## src/rtl/nn_ctrl_pkg.sv

```systemverilog
// Shared types and width helpers for the fully-connected layer sequencer.
// The state encoding is fixed so traces from older builds still decode.
package nn_ctrl_pkg;

  typedef enum logic [1:0] {
    LOAD    = 2'd0,
    COMPUTE = 2'd1,
    WAIT    = 2'd2,
    OUTPUT  = 2'd3
  } ctrl_state_t;

  // Bits needed to index 0..n-1; never below one bit so degenerate counters stay legal.
  function automatic int cnt_width(input int n);
    return (n > 1) ? $clog2(n) : 1;
  endfunction

  function automatic int addr_x_width(input int n);
    return cnt_width(n);
  endfunction

  function automatic int addr_w_width(input int m, input int n, input int p);
    return cnt_width((m * n) / p);
  endfunction

endpackage

```

## src/rtl/nn_layer_ctrl.sv

```systemverilog
// Sequencer for one FC+ReLU layer: loads the input vector, walks the weight ROM per
// output group, strobes the accumulators and hands the activations downstream.
module nn_layer_ctrl
  import nn_ctrl_pkg::*;
#(
  parameter int M = 16,
  parameter int N = 8,
  parameter int P = 1,
  localparam int XW = addr_x_width(N),
  localparam int AW = addr_w_width(M, N, P)
) (
  input  logic          clk,
  input  logic          reset,
  input  logic          s_valid,
  output logic          s_ready,
  output logic [XW-1:0] addr_x,
  output logic          wr_en_x,
  output logic [AW-1:0] addr_w,
  output logic          clear_acc,
  output logic          en_acc,
  output logic [P-1:0]  f_sel,
  output logic          m_valid,
  input  logic          m_ready,
  output logic          m_last
);

  localparam int G  = M / P;
  localparam int GW = cnt_width(G);
  localparam int PW = cnt_width(P);

  localparam logic [XW-1:0] J_LAST = XW'(N - 1);
  localparam logic [GW-1:0] G_LAST = GW'(G - 1);
  localparam logic [PW-1:0] P_LAST = PW'(P - 1);
  localparam logic [AW-1:0] N_AW   = AW'(N);

  ctrl_state_t   state_q, state_d;
  logic [XW-1:0] j_q, j_d;
  logic [GW-1:0] g_q, g_d;
  logic [PW-1:0] p_q, p_d;
  logic          clear_acc_q, clear_acc_d;
  logic          en_acc_q, en_acc_d;

  // State is already LOAD while reset is high; s_ready is the only output that needs gating.
  always_comb begin
    s_ready   = (state_q == LOAD) && !reset;
    wr_en_x   = s_valid && s_ready;
    m_valid   = (state_q == OUTPUT);
    m_last    = (state_q == OUTPUT) && (g_q == G_LAST) && (p_q == P_LAST);
    f_sel     = (state_q == OUTPUT) ? (P'(1) << p_q) : '0;
    addr_x    = ((state_q == LOAD) || (state_q == COMPUTE)) ? j_q : '0;
    addr_w    = (state_q == COMPUTE) ? (AW'(g_q) * N_AW + AW'(j_q)) : '0;
    clear_acc = clear_acc_q;
    en_acc    = en_acc_q;
  end

  always_comb begin
    state_d     = state_q;
    j_d         = j_q;
    g_d         = g_q;
    p_d         = p_q;
    clear_acc_d = 1'b0;
    en_acc_d    = 1'b0;
    case (state_q)
      LOAD: begin
        if (s_valid && s_ready) begin
          if (j_q == J_LAST) begin
            j_d     = '0;
            g_d     = '0;
            state_d = COMPUTE;
          end else begin
            j_d = j_q + XW'(1);
          end
        end
      end
      COMPUTE: begin
        // Memories read synchronously, so the strobes trail the address by one cycle.
        clear_acc_d = (j_q == '0);
        en_acc_d    = (j_q != '0);
        if (j_q == J_LAST) begin
          j_d     = '0;
          state_d = WAIT;
        end else begin
          j_d = j_q + XW'(1);
        end
      end
      WAIT: begin
        p_d     = '0;
        state_d = OUTPUT;
      end
      OUTPUT: begin
        if (m_ready) begin
          if (p_q == P_LAST) begin
            p_d = '0;
            if (g_q == G_LAST) begin
              g_d     = '0;
              state_d = LOAD;
            end else begin
              g_d     = g_q + GW'(1);
              state_d = COMPUTE;
            end
          end else begin
            p_d = p_q + PW'(1);
          end
        end
      end
      default: state_d = LOAD;
    endcase
  end

  always_ff @(posedge clk or posedge reset) begin
    if (reset) begin
      state_q     <= LOAD;
      j_q         <= '0;
      g_q         <= '0;
      p_q         <= '0;
      clear_acc_q <= 1'b0;
      en_acc_q    <= 1'b0;
    end else begin
      state_q     <= state_d;
      j_q         <= j_d;
      g_q         <= g_d;
      p_q         <= p_d;
      clear_acc_q <= clear_acc_d;
      en_acc_q    <= en_acc_d;
    end
  end

endmodule
```

## config.mk

```make
export PLATFORM = sky130hd
export DESIGN_NAME = nn_layer_ctrl
export DESIGN_NICKNAME = d
export VERILOG_FILES = /design/src/rtl/nn_ctrl_pkg.sv /design/src/rtl/nn_layer_ctrl.sv
export SDC_FILE = /design/constraint.sdc
export NUM_CORES = 1
export LEC_CHECK = 0
export CAP_MARGIN = 40
export CORE_ASPECT_RATIO = 1.1
export CORE_MARGIN = 2
export CORE_UTILIZATION = 42
export DETAILED_ROUTE_END_ITERATION = 10
export PLACE_DENSITY = 0.85
export REMOVE_ABC_BUFFERS = 1
export SKIP_LAST_GASP = 1
export SYNTH_ARGS = -nofsm -noshare
export SYNTH_HDL_FRONTEND = slang
export SYNTH_SLANG_ARGS = --single-unit
```

## constraint.sdc

```tcl
create_clock -name clk -period 1.7 [get_ports clk]
set_input_delay 0.34 -clock clk [delete_from_list [all_inputs] [get_ports clk]]
set_output_delay 0.34 -clock clk [all_outputs]
set_load 0.05 [all_outputs]
```

==> results by group <==
Setup path
  – Worst setup startpoint: state_q[1]$_DFFE_PP0P_
  – Launch instance of the worst register-to-register path: state_q[1]$_DFFE_PP0P_
  – Worst reg2reg endpoint: j_q[0]$_DFFE_PP0P_
  – CP Class: reg2out
  – End of the critical path: addr_w[0]
  – R2R Setup Slk: roughly 0.010 ns
  – Critical Path RT: ~1.4 ns
  – Endpoint kind of the worst setup timing path: primary output
  – Depth of the worst register-to-register path: 6
  – Biggest fanout along the worst timing path: 6
  – Arrival time at the worst endpoint: about 1.4 ns
  – Crit start category: flip-flop

Die
  – Effective utilization at floorplan: between 40% and 50%
  – Core Rows: 16
  – Core Area: 1760 um2
  – Die Footprint: approximately 2200 um2
  – Ports: 21
  – Horizontal die dimension: about 45 um
  – DIE HEIGHT: 49.3 um

Clocking
  – CTS tree: done
  – CTS HTree Levels: 1
  – Cell at the root of the clock tree: sky130_fd_sc_hd__clkbuf_4
  – CTS sink count: 11
  – Clock transition at the registers of the reported paths: 0.07 ns
  – Clock buffer depth: 2
  – Clock buffers created by TritonCTS: 3
  – Number of buffers inserted by hold repair at cts: 0
  – Clock latency of the later-clocked register in the worst-skew pair: roughly 0.29 ns

Route
  – Via density: around 5.2
  – Antenna viol nets, final: 0
  – Initial DRC count: 7
  – DR pass1 iterations: 4
  – Total via count in the routed design: approximately 700
  – Number of remaining DRC errors: 0
  – Final WL: ~1900 um
  – Average routed wire per standard cell: 14.4 um

Logic synthesis
  – Synthesized flop and latch total: 11
  – Synth warn: 0
  – Count of unique library cells instantiated by Yosys: 31
  – Mean post-synth cell area: 9.42 um2
  – Cell area after synthesis: around 780 um2
  – Cells taking the most area after synthesis: sky130_fd_sc_hd__dfrtp_1 35%, sky130_fd_sc_hd__ha_1 13%, sky130_fd_sc_hd__and2_1 5.6%, sky130_fd_sc_hd__inv_1 4.8%, sky130_fd_sc_hd__mux2i_1 3.8%
  – Number of standard cells after synthesis: 83
  – Synth top area share: approximately a third
  – Proportion of synthesized chip area in sequential cells: about a third
  – Post-synthesis cell type with the largest combined area: sky130_fd_sc_hd__dfrtp_1

Timing
  – Skew final: between 0.001 and 0.0015 ns
  – Smallest setup slack after layout: -0.0618 ns
  – Final setup violating endpoints: 11
  – Maximum clock frequency: 568 MHz
  – Relative slew slack: between 70% and 80%
  – Worst hold slack: between 0.4 and 0.5 ns
  – Count of pins over their slew limit: 0
  – Transition at the pin with the smallest max-transition slack: about 0.44 ns
  – Unrepaired setup endpoints after global routing: yes
  – Period utilization: 104%
  – Endpoints failing hold: 0
  – Min Tclk post-route: approximately 1.8 ns

Global route
  – Most used routing layer in global routing: met2
  – Largest net degree at the start of global routing: 12
  – Combined global-route utilization of all metal layers: between 10% and 20%
  – Antenna violations before repair: 0
  – Fraction of met2 tracks used by global routing: a little under a third
  – First-pass GRT wire length: 3070 um
  – Via count of the first global-routing pass: slightly above 700
  – Met3 track utilization from global routing: around 1.5%
  – Met1 layer usage reported by global route: between 20 and 25%
  – Congestion Overflow GR: 0

Final layout
  – Highest-count cells in the layout ignoring fill and taps: 15 x sky130_fd_sc_hd__buf_12, 12 x sky130_fd_sc_hd__buf_4, 10 x sky130_fd_sc_hd__dfrtp_1
  – Final Core Density: 75.9%
  – Total area of sequential cells: roughly 280 um2
  – Layout area overhead: 71.0%
  – Proportion of layout cells with a drive suffix above 1: around 51%
  – Number of fill cells in the layout: 116
  – Fin nets: 128
  – Most frequent standard cell in the layout excluding fill and tap cells: sky130_fd_sc_hd__buf_12
  – Non-filler instance count after layout: around 130
  – Post-route cell area: approximately 1300 um2
  – Multi-input gate area: 532 um2
  – Ant diodes: 0

Pwr
  – Leakage power: just over 0.6 nW
  – Ratio of total power to cell area: about 2200 nW/um2
  – Total chip power: ~3.0 mW
  – Worst-case vdd ir drop: approximately 1.7 mV

Placement
  – Instance count after placement with tap cells included: approximately 130
  – Detail Placement HPWL: 1380 um
  – Routability cong.: between 0.7 and 0.8
  – Quantity of I/O buffers inserted on ports: 20
  – Area after DPL: ~1200 um2

Outcome
  – Status: finished with violations
  – Failing checks: setup timing

Worst hold path
  – Hold Crit Class: in2async

Job
  – Max cap viols: 0
-- cells in the mapped netlist --
| cell type | instances |
|---|---|
| sky130_fd_sc_hd__dfrtp_1 | 11 |
| sky130_fd_sc_hd__inv_1 | 10 |
| sky130_fd_sc_hd__ha_1 | 8 |
| sky130_fd_sc_hd__and2_1 | 7 |
| sky130_fd_sc_hd__nor2_1 | 6 |
| sky130_fd_sc_hd__nand2b_1 | 4 |
| sky130_fd_sc_hd__nand3_1 | 4 |
| sky130_fd_sc_hd__mux2i_1 | 3 |
| sky130_fd_sc_hd__nand2_1 | 3 |
| sky130_fd_sc_hd__a21boi_0 | 2 |
| sky130_fd_sc_hd__a21oi_1 | 2 |
| sky130_fd_sc_hd__and3_1 | 2 |
| sky130_fd_sc_hd__mux2_2 | 2 |
| sky130_fd_sc_hd__nand4_1 | 2 |
| sky130_fd_sc_hd__a2111o_1 | 1 |
| sky130_fd_sc_hd__a2111oi_0 | 1 |
| sky130_fd_sc_hd__a211o_1 | 1 |
| sky130_fd_sc_hd__a211oi_1 | 1 |
| sky130_fd_sc_hd__a21oi_2 | 1 |
| sky130_fd_sc_hd__and3b_1 | 1 |
| sky130_fd_sc_hd__and4_1 | 1 |
| sky130_fd_sc_hd__buf_2 | 1 |
| sky130_fd_sc_hd__buf_4 | 1 |
| sky130_fd_sc_hd__buf_6 | 1 |
| sky130_fd_sc_hd__clkbuf_1 | 1 |
| sky130_fd_sc_hd__mux2_4 | 1 |
| sky130_fd_sc_hd__nand4b_1 | 1 |
| sky130_fd_sc_hd__nor2b_1 | 1 |
| sky130_fd_sc_hd__nor3_1 | 1 |
| sky130_fd_sc_hd__o21ba_1 | 1 |
| sky130_fd_sc_hd__o2bb2ai_1 | 1 |
-- cell type report --
type / count / area share (%)
inverters: 10 / 2.81
well taps: 18 / 1.68
repair buffers: 32 / 33.1
multi-input cells: 58 / 39.8
clock buffers: 4 / 1.96
flip-flops and latches: 11 / 20.7
-- metrics by stage --
stage          worst slack, ns  TNS (ns)
2_1_floorplan           -0.586     -3.90
3_3_place_gp            0.0163         0
3_5_place_dp           -0.0350   -0.0981
4_1_cts                -0.0459    -0.338
5_1_grt                 -0.101     -1.11
6_report               -0.0618    -0.407
-- critical path, stage by stage (launching register included) --
cell	delay [ns]
sky130_fd_sc_hd__dfrtp_1	0.42
sky130_fd_sc_hd__inv_2	0.11
sky130_fd_sc_hd__ha_4	0.19
sky130_fd_sc_hd__buf_6	0.12
sky130_fd_sc_hd__and2_4	0.15
sky130_fd_sc_hd__buf_12	0.13
-- logic make-up after synthesis --
| family | count (synthesis) | share of synthesized area, % |
|---|---|---|
| muxes | 6 | 8.64 |
| and+or+nand+nor | 33 | 23.7 |
| AOI/OAI and AO/OA | 11 | 11.4 |
| buffers and inverters | 14 | 8.32 |
| DFF | 11 | 35.2 |
| adders and majority gates | 8 | 12.8 |
-- where the power goes --
group | total (mW) | leakage [nW] | internal (mW) | switching, mW
clock network | 0.195 | 0.0150 | 0.0914 | 0.104
registers | 0.511 | 0.137 | 0.375 | 0.136
logic | 2.28 | 0.454 | 1.12 | 1.16
-- repair_timing --
item                       in CTS  in global routing
gates resized for setup        22                 10
pin swaps                       4                  4
setup buffers                   3                  2
setup endpoints to repair      15                 17
hold endpoints to repair        0                  0
-- sequential cells by signal, indices dropped and copies added (netlist names) --
name	cells
clear_acc	1
en_acc	1
g_q	4
j_q	3
state_q	2
-- how the worst min path moves through the flow --
stage                       startpoint                     end  slack [ns]  cells after the start
floorplan                        reset     clear_acc$_DFF_PP0_        0.19                      1
global placement    g_q[1]$_DFFE_PP0P_      g_q[1]$_DFFE_PP0P_        0.55                      2
detailed placement  g_q[1]$_DFFE_PP0P_      g_q[1]$_DFFE_PP0P_        0.56                      2
CTS                              reset  state_q[1]$_DFFE_PP0P_        0.46                      2
global route                     reset      g_q[1]$_DFFE_PP0P_        0.58                      2
finish                           reset      j_q[2]$_DFFE_PP0P_        0.49                      2
-- metal layers --
layer,wire [um],vias to the layer above
met1,799,329
met5,0,-
met4,36,0
li1,-,346
met3,56,3
met2,1030,19
(Power assumes the default switching activity.)
